<file path="src/rtl/multicycle_control.sv">
// multicycle_control
//   Multi-cycle control unit for an RV32I datapath. Steps one instruction at a
//   time through FETCH, DECODE, EXECUTE, MEM and WRITEBACK. It also supports a
//   debug halt, a sticky illegal-instruction trap and a retired-instruction
//   counter.
//
// Ports
//   clk            single clock, rising edge
//   reset          asynchronous active-low reset
//   opcode         instr[6:0]
//   funct3         instr[14:12]
//   funct7         instr[31:25]
//   mem_ready      data memory has completed the current access
//   debug_req      request a halt at the next instruction boundary
//   pc_write       PC load enable
//   alu_in_sel     1 = immediate, 0 = rs2_data
//   imm_sel        1 = S-type immediate, 0 = I-type immediate
//   alu_control    ALU operation code
//   mem_enable     data memory access strobe
//   mem_rd_wr_bar  1 = read, 0 = write
//   reg_write      register file write enable
//   reg_write_sel  1 = memory data, 0 = ALU result
//   debug_pc       routes the rs1 read port to the debug address
//   halted         unit is in HALT
//   illegal_instr  sticky illegal-instruction trap flag
//   retired_count  number of retired instructions (wraps)
module multicycle_control #(
    parameter int unsigned CNT_WIDTH = 32
) (
    input  logic                 clk,
    input  logic                 reset,
    input  logic [6:0]           opcode,
    input  logic [2:0]           funct3,
    input  logic [6:0]           funct7,
    input  logic                 mem_ready,
    input  logic                 debug_req,
    output logic                 pc_write,
    output logic                 alu_in_sel,
    output logic                 imm_sel,
    output logic [3:0]           alu_control,
    output logic                 mem_enable,
    output logic                 mem_rd_wr_bar,
    output logic                 reg_write,
    output logic                 reg_write_sel,
    output logic                 debug_pc,
    output logic                 halted,
    output logic                 illegal_instr,
    output logic [CNT_WIDTH-1:0] retired_count
);

    typedef enum logic [2:0] {
        FETCH,
        DECODE,
        EXECUTE,
        MEM,
        WRITEBACK,
        HALT,
        TRAP
    } state_t;

    localparam logic [6:0] OP_R     = 7'b0110011;
    localparam logic [6:0] OP_I     = 7'b0010011;
    localparam logic [6:0] OP_LOAD  = 7'b0000011;
    localparam logic [6:0] OP_STORE = 7'b0100011;

    localparam logic [3:0] ALU_ADD  = 4'b0000;
    localparam logic [3:0] ALU_SUB  = 4'b0001;
    localparam logic [3:0] ALU_SLL  = 4'b0010;
    localparam logic [3:0] ALU_SLT  = 4'b0011;
    localparam logic [3:0] ALU_SLTU = 4'b0100;
    localparam logic [3:0] ALU_XOR  = 4'b0101;
    localparam logic [3:0] ALU_SRL  = 4'b0110;
    localparam logic [3:0] ALU_SRA  = 4'b0111;
    localparam logic [3:0] ALU_OR   = 4'b1000;
    localparam logic [3:0] ALU_AND  = 4'b1001;

    state_t state;
    state_t next_state;

    logic       is_r;
    logic       is_i;
    logic       is_load;
    logic       is_store;
    logic [3:0] alu_op;

    // Instruction class. The opcode is stable from DECODE until pc_write,
    // so it can be decoded combinationally instead of being latched.
    assign is_r     = (opcode == OP_R);
    assign is_i     = (opcode == OP_I);
    assign is_load  = (opcode == OP_LOAD);
    assign is_store = (opcode == OP_STORE);

    always_comb begin
        alu_op = ALU_ADD;
        if (is_r || is_i) begin
            case (funct3)
                // Only R-type uses funct7[5] to select SUB. ADDI ignores it.
                3'b000:  alu_op = (is_r && funct7[5]) ? ALU_SUB : ALU_ADD;
                3'b001:  alu_op = ALU_SLL;
                3'b010:  alu_op = ALU_SLT;
                3'b011:  alu_op = ALU_SLTU;
                3'b100:  alu_op = ALU_XOR;
                3'b101:  alu_op = funct7[5] ? ALU_SRA : ALU_SRL;
                3'b110:  alu_op = ALU_OR;
                default: alu_op = ALU_AND;
            endcase
        end
    end

    always_ff @(posedge clk or negedge reset) begin
        if (!reset) begin
            state <= FETCH;
        end else begin
            state <= next_state;
        end
    end

    // Outputs are decoded from the state register, so they drop as soon as
    // reset asserts. The STORE completion pulse also depends on mem_ready.
    always_comb begin
        next_state    = state;
        pc_write      = 1'b0;
        alu_in_sel    = 1'b0;
        imm_sel       = 1'b0;
        alu_control   = ALU_ADD;
        mem_enable    = 1'b0;
        mem_rd_wr_bar = 1'b1;
        reg_write     = 1'b0;
        reg_write_sel = 1'b0;
        debug_pc      = 1'b0;
        halted        = 1'b0;
        illegal_instr = 1'b0;

        // The ALU setup chosen in EXECUTE is held through MEM and WRITEBACK.
        if (state == EXECUTE || state == MEM || state == WRITEBACK) begin
            alu_in_sel  = ~is_r;
            imm_sel     = is_store;
            alu_control = alu_op;
        end

        case (state)
            FETCH: begin
                next_state = debug_req ? HALT : DECODE;
            end
            DECODE: begin
                if (is_r || is_i || is_load || is_store) begin
                    next_state = EXECUTE;
                end else begin
                    next_state = TRAP;
                end
            end
            EXECUTE: begin
                next_state = (is_load || is_store) ? MEM : WRITEBACK;
            end
            MEM: begin
                mem_enable    = 1'b1;
                mem_rd_wr_bar = ~is_store;
                if (mem_ready) begin
                    if (is_store) begin
                        pc_write   = 1'b1;
                        next_state = FETCH;
                    end else begin
                        next_state = WRITEBACK;
                    end
                end
            end
            WRITEBACK: begin
                reg_write     = 1'b1;
                reg_write_sel = is_load;
                pc_write      = 1'b1;
                next_state    = FETCH;
            end
            HALT: begin
                debug_pc = 1'b1;
                halted   = 1'b1;
                if (!debug_req) begin
                    next_state = FETCH;
                end
            end
            TRAP: begin
                illegal_instr = 1'b1;
            end
            default: begin
                next_state = FETCH;
            end
        endcase
    end

    always_ff @(posedge clk or negedge reset) begin
        if (!reset) begin
            retired_count <= '0;
        end else if (pc_write) begin
            retired_count <= retired_count + CNT_WIDTH'(1);
        end
    end

endmodule

</file>
<file path="config.mk">
export PLATFORM = sky130hd
export DESIGN_NAME = multicycle_control
export DESIGN_NICKNAME = d
export VERILOG_FILES = /design/src/rtl/multicycle_control.sv
export SDC_FILE = /design/constraint.sdc
export NUM_CORES = 1
export LEC_CHECK = 0
export BUFFER_PORTS_ARGS = -buffer_cell sky130_fd_sc_hd__buf_2
export CAP_MARGIN = 20
export CORE_ASPECT_RATIO = 0.8
export CORE_UTILIZATION = 25
export CTS_BUF_LIST = sky130_fd_sc_hd__clkbuf_2
export DETAILED_ROUTE_END_ITERATION = 10
export PLACE_DENSITY = 0.57
export RECOVER_POWER = 25
export SKIP_CTS_REPAIR_TIMING = 1
export SLEW_MARGIN = 20
export SYNTH_ARGS = -nofsm -noshare
export SYNTH_HDL_FRONTEND = slang
export SYNTH_SLANG_ARGS = --single-unit
</file>
<file path="constraint.sdc">
create_clock -name clk -period 2.28 [get_ports clk]
set_clock_uncertainty 0.1 [all_clocks]
set_input_delay 0.114 -clock clk [delete_from_list [all_inputs] [get_ports clk]]
set_output_delay 0.114 -clock clk [all_outputs]
set_load 0.01 [all_outputs]
</file>
==> metrics.md <==
| Metric | Value |
|---|---|
| Run status | `finished, final reports clean` |
| Total iterations of the first detailed-routing run | `4` |
| CP endpoint kind | `output port` |
| Synth Register Bits | `35` |
| # diodes | `0` |
| Count of flip-flops with a built-in enable after synthesis | `0` |
| Iteration-0 DRC Markers | `80` |
| Max-Cap Viols | `0` |
| Pin count of the biggest net entering global routing | `36` |
| Max Fclk | `0.471 GHz` |
| PnR Total Power | `0.00198 W` |
| Post-synth top area share | `45.0%` |
| Syn Area/Cell | `10.2 um^2` |
| Worst Path Buf+Inv | `2` |
| Sequential fraction of the synthesis area | `45.0%` |
| Root Buffer | `clkbuf_2` |
| Placed Cells | `around 350` |
| Period utilisation layout | `93.1%` |
| Power Density | `776 nW/um^2` |
| Worst-path maximum fanout | `4` |
| Global route total overflow | `0` |
| Initial core utilization | `26.1%` |
| Core ar. | `7460 um^2` |
| Final ANT Viol Nets | `0` |
| Area delta synth->final | `31.3%` |
| Hold wc startpoint | `opcode[4]` |
| HP Class | `in2reg` |
| Fraction of layout cells with a size suffix above 1 | `38.3%` |
| CTS tree | `yes` |
| Setup Viol. Count Final | `0` |
| Prevailing post-synth register cell | `dfrtp_1` |
| Max Root-Sink Buffers | `2` |
| Cells after synthesis | `190` |
| Die area | `8140 um^2` |
| Critical Path Source Type | `register` |
| Non-Filler Instances | `371` |
| Nets@finish | `287` |
| FP Rows | `28` |
| Crit path kind | `reg2out` |
| Min Tclk post-route | `2.12 ns` |
| Yosys warns | `0` |
| Cell Chain, Critical Path | `or3_4 -> inv_2 -> a21oi_2 -> nand3b_1 -> a211oi_2 -> buf_2` |
| Leakage | `about 1.3 nW` |
| Pre-CTS WS | `0.312 ns` |
| Initial antenna violation count | `0` |
| First-pass GRT wire length | `7300 um` |
| Total clock sinks | `35` |
| Post-synth ARST share | `100%` |
| Worst vdd rail ir drop | `219 uV` |
| H-tree depth | `2` |
| WP data arrival | `1.91 ns` |
| Worst-Skew Late Latency | `approximately 0.37 ns` |
| DR WL/cell | `12.3 um` |
| DP HPWL | `around 3300 um` |
| Worst Setup SP | `state[1]` |
| Clock slew at reported path FFs | `0.17 ns` |
| Via count | `roughly 1600` |
| Syn nets | `about 210` |
| Worst R2R Start | `state[2]` |
| Top post-synthesis cells by area | `dfrtp_1, xnor2_1, xor2_1` |
| Worst slew margin | `41.6%` |
| DIE WIDTH | `101 um` |
| Post-synth top cells | `dfrtp_1, xnor2_1, nand2_1, nor2_1, nand3_1` |
| Post-synth cell types | `45` |
| RePlAce Congestion | `0.745` |
| Max Transition Viols Final | `0` |
| Total Routing Usage GR | `11.6%` |
| Netlist Area Pre-Place | `around 1900 um^2` |
| CP Data Required Time | `2.07 ns` |
| PortBufs | `60` |
| Number of global-route vias before repair | `~1500` |
| Slew @ Worst Pin | `0.876 ns` |
| I/O Pins | `between 60 and 70` |
| Vias/cell | `4.34` |
| RSZ-0062 raised after global routing | `true` |
| Cell taking the most area after synthesis | `dfrtp_1` |
| DRC violations left | `0` |
| Most numerous cell in the Yosys netlist | `dfrtp_1` |
| Post-route setup slack | `around 0.16 ns` |
| Final Hold Fails | `0` |
| Wirelength, routed | `4560 um` |
| Crit-path slowest cell | `dfrtp_2` |
| Max stage delay on crit path | `0.46 ns` |
| CP top delay family | `simple AND/OR/NAND/NOR gates` |
| CTS buffer count | `5` |
| Die Ht | `just over 80 um` |
-- cell families after synthesis --
family          after synthesis  share of synthesized area [%]
mux                           4                           2.19
flops                        35                           45.0
simple gates                 91                           27.8
fa+ha+maj                     1                          0.643
compound gates               16                           7.07
xor+xnor                     31                           14.0
buf+inv                      12                           3.34
-- per-layer routing --
layer	part of all wire (%)	vias up	GRT usage (%)	routed length, um
met5	0	-	0	0
met4	0.42	0	3.48	19
met3	3.5	2	3.27	161
met2	46	22	17.7	2110
met1	50	772	16.1	2270
li1	-	814	-	-
-- worst reg2reg max path: cells and delay by family, from the launching register on --
family / cells / cell delay (ns)
AO/OA/AOI/OAI: 1 / 0.21
XOR/XNOR: 1 / 0.13
buffers and inverters: 3 / 0.44
flip-flops: 1 / 0.43
AND/OR/NAND/NOR: 3 / 0.67
-- cell type report --
type / count / area (um^2)
flip-flops and latches: 35 / 878
repair buffers: 75 / 433
clock buffers: 5 / 25.0
multi-input cells: 143 / 1030
fillers: 769 / 4910
well taps: 105 / 131
clock inverters: 3 / 38.8
inverters: 5 / 18.8
-- registers in the layout (all words and copies together), names as in the netlist --
signal / flops
state: 3
retired_count: 32
-- placed cells by master (no fill, tap or decap), drive strengths merged, types with 2 or more instances in the layout --
| cell type | instances |
|---|---|
| mux2 | 2 |
| nand2 | 20 |
| dfrtp | 35 |
| a211oi | 2 |
| clkbuf | 6 |
| nand3 | 14 |
| mux2i | 2 |
| and3b | 2 |
| o21ai | 2 |
| xor2 | 9 |
| or3 | 2 |
| inv | 5 |
| nor2 | 15 |
| xnor2 | 22 |
| clkinv | 2 |
| nand2b | 2 |
| and3 | 5 |
| a21bo | 2 |
| dlygate4sd3 | 3 |
| nor2b | 3 |
| buf | 71 |
| nor3 | 9 |
| a21oi | 5 |
| nand4 | 12 |
-- through the flow --
stage                     TNS, ns  instance area (um^2)  hold slack (ns)  util [%]
after global placement          0                  2380            0.156      31.9
final                           0                  2550           0.0968      34.2
after CTS                  -0.399                  2440           -0.301      32.8
after floorplan                 0                  1950           -0.282         -
after global routing      -0.0130                  2550           0.0641      34.2
after detailed placement        0                  2380            0.148      31.9
-- final timing paths --
kind	slack, ns	cells after the start	endpoint
max	0.16	6	alu_control[0]
min	0.1	3	state[0]
max reg2reg	0.25	8	retired_count[5]
min reg2reg	0.38	1	retired_count[31]
max in group asynchronous	1.21	2	state[1]
min in group asynchronous	0.26	2	retired_count[22]
-- power by group --
group / switching (W) / internal (W) / leakage [nW]
Clock: 0.000215 / 0.000181 / 0.0404
Sequential: 0.000113 / 0.000708 / 0.465
Combinational: 0.000391 / 0.000373 / 0.751
Power figures use the tool's default switching activity.
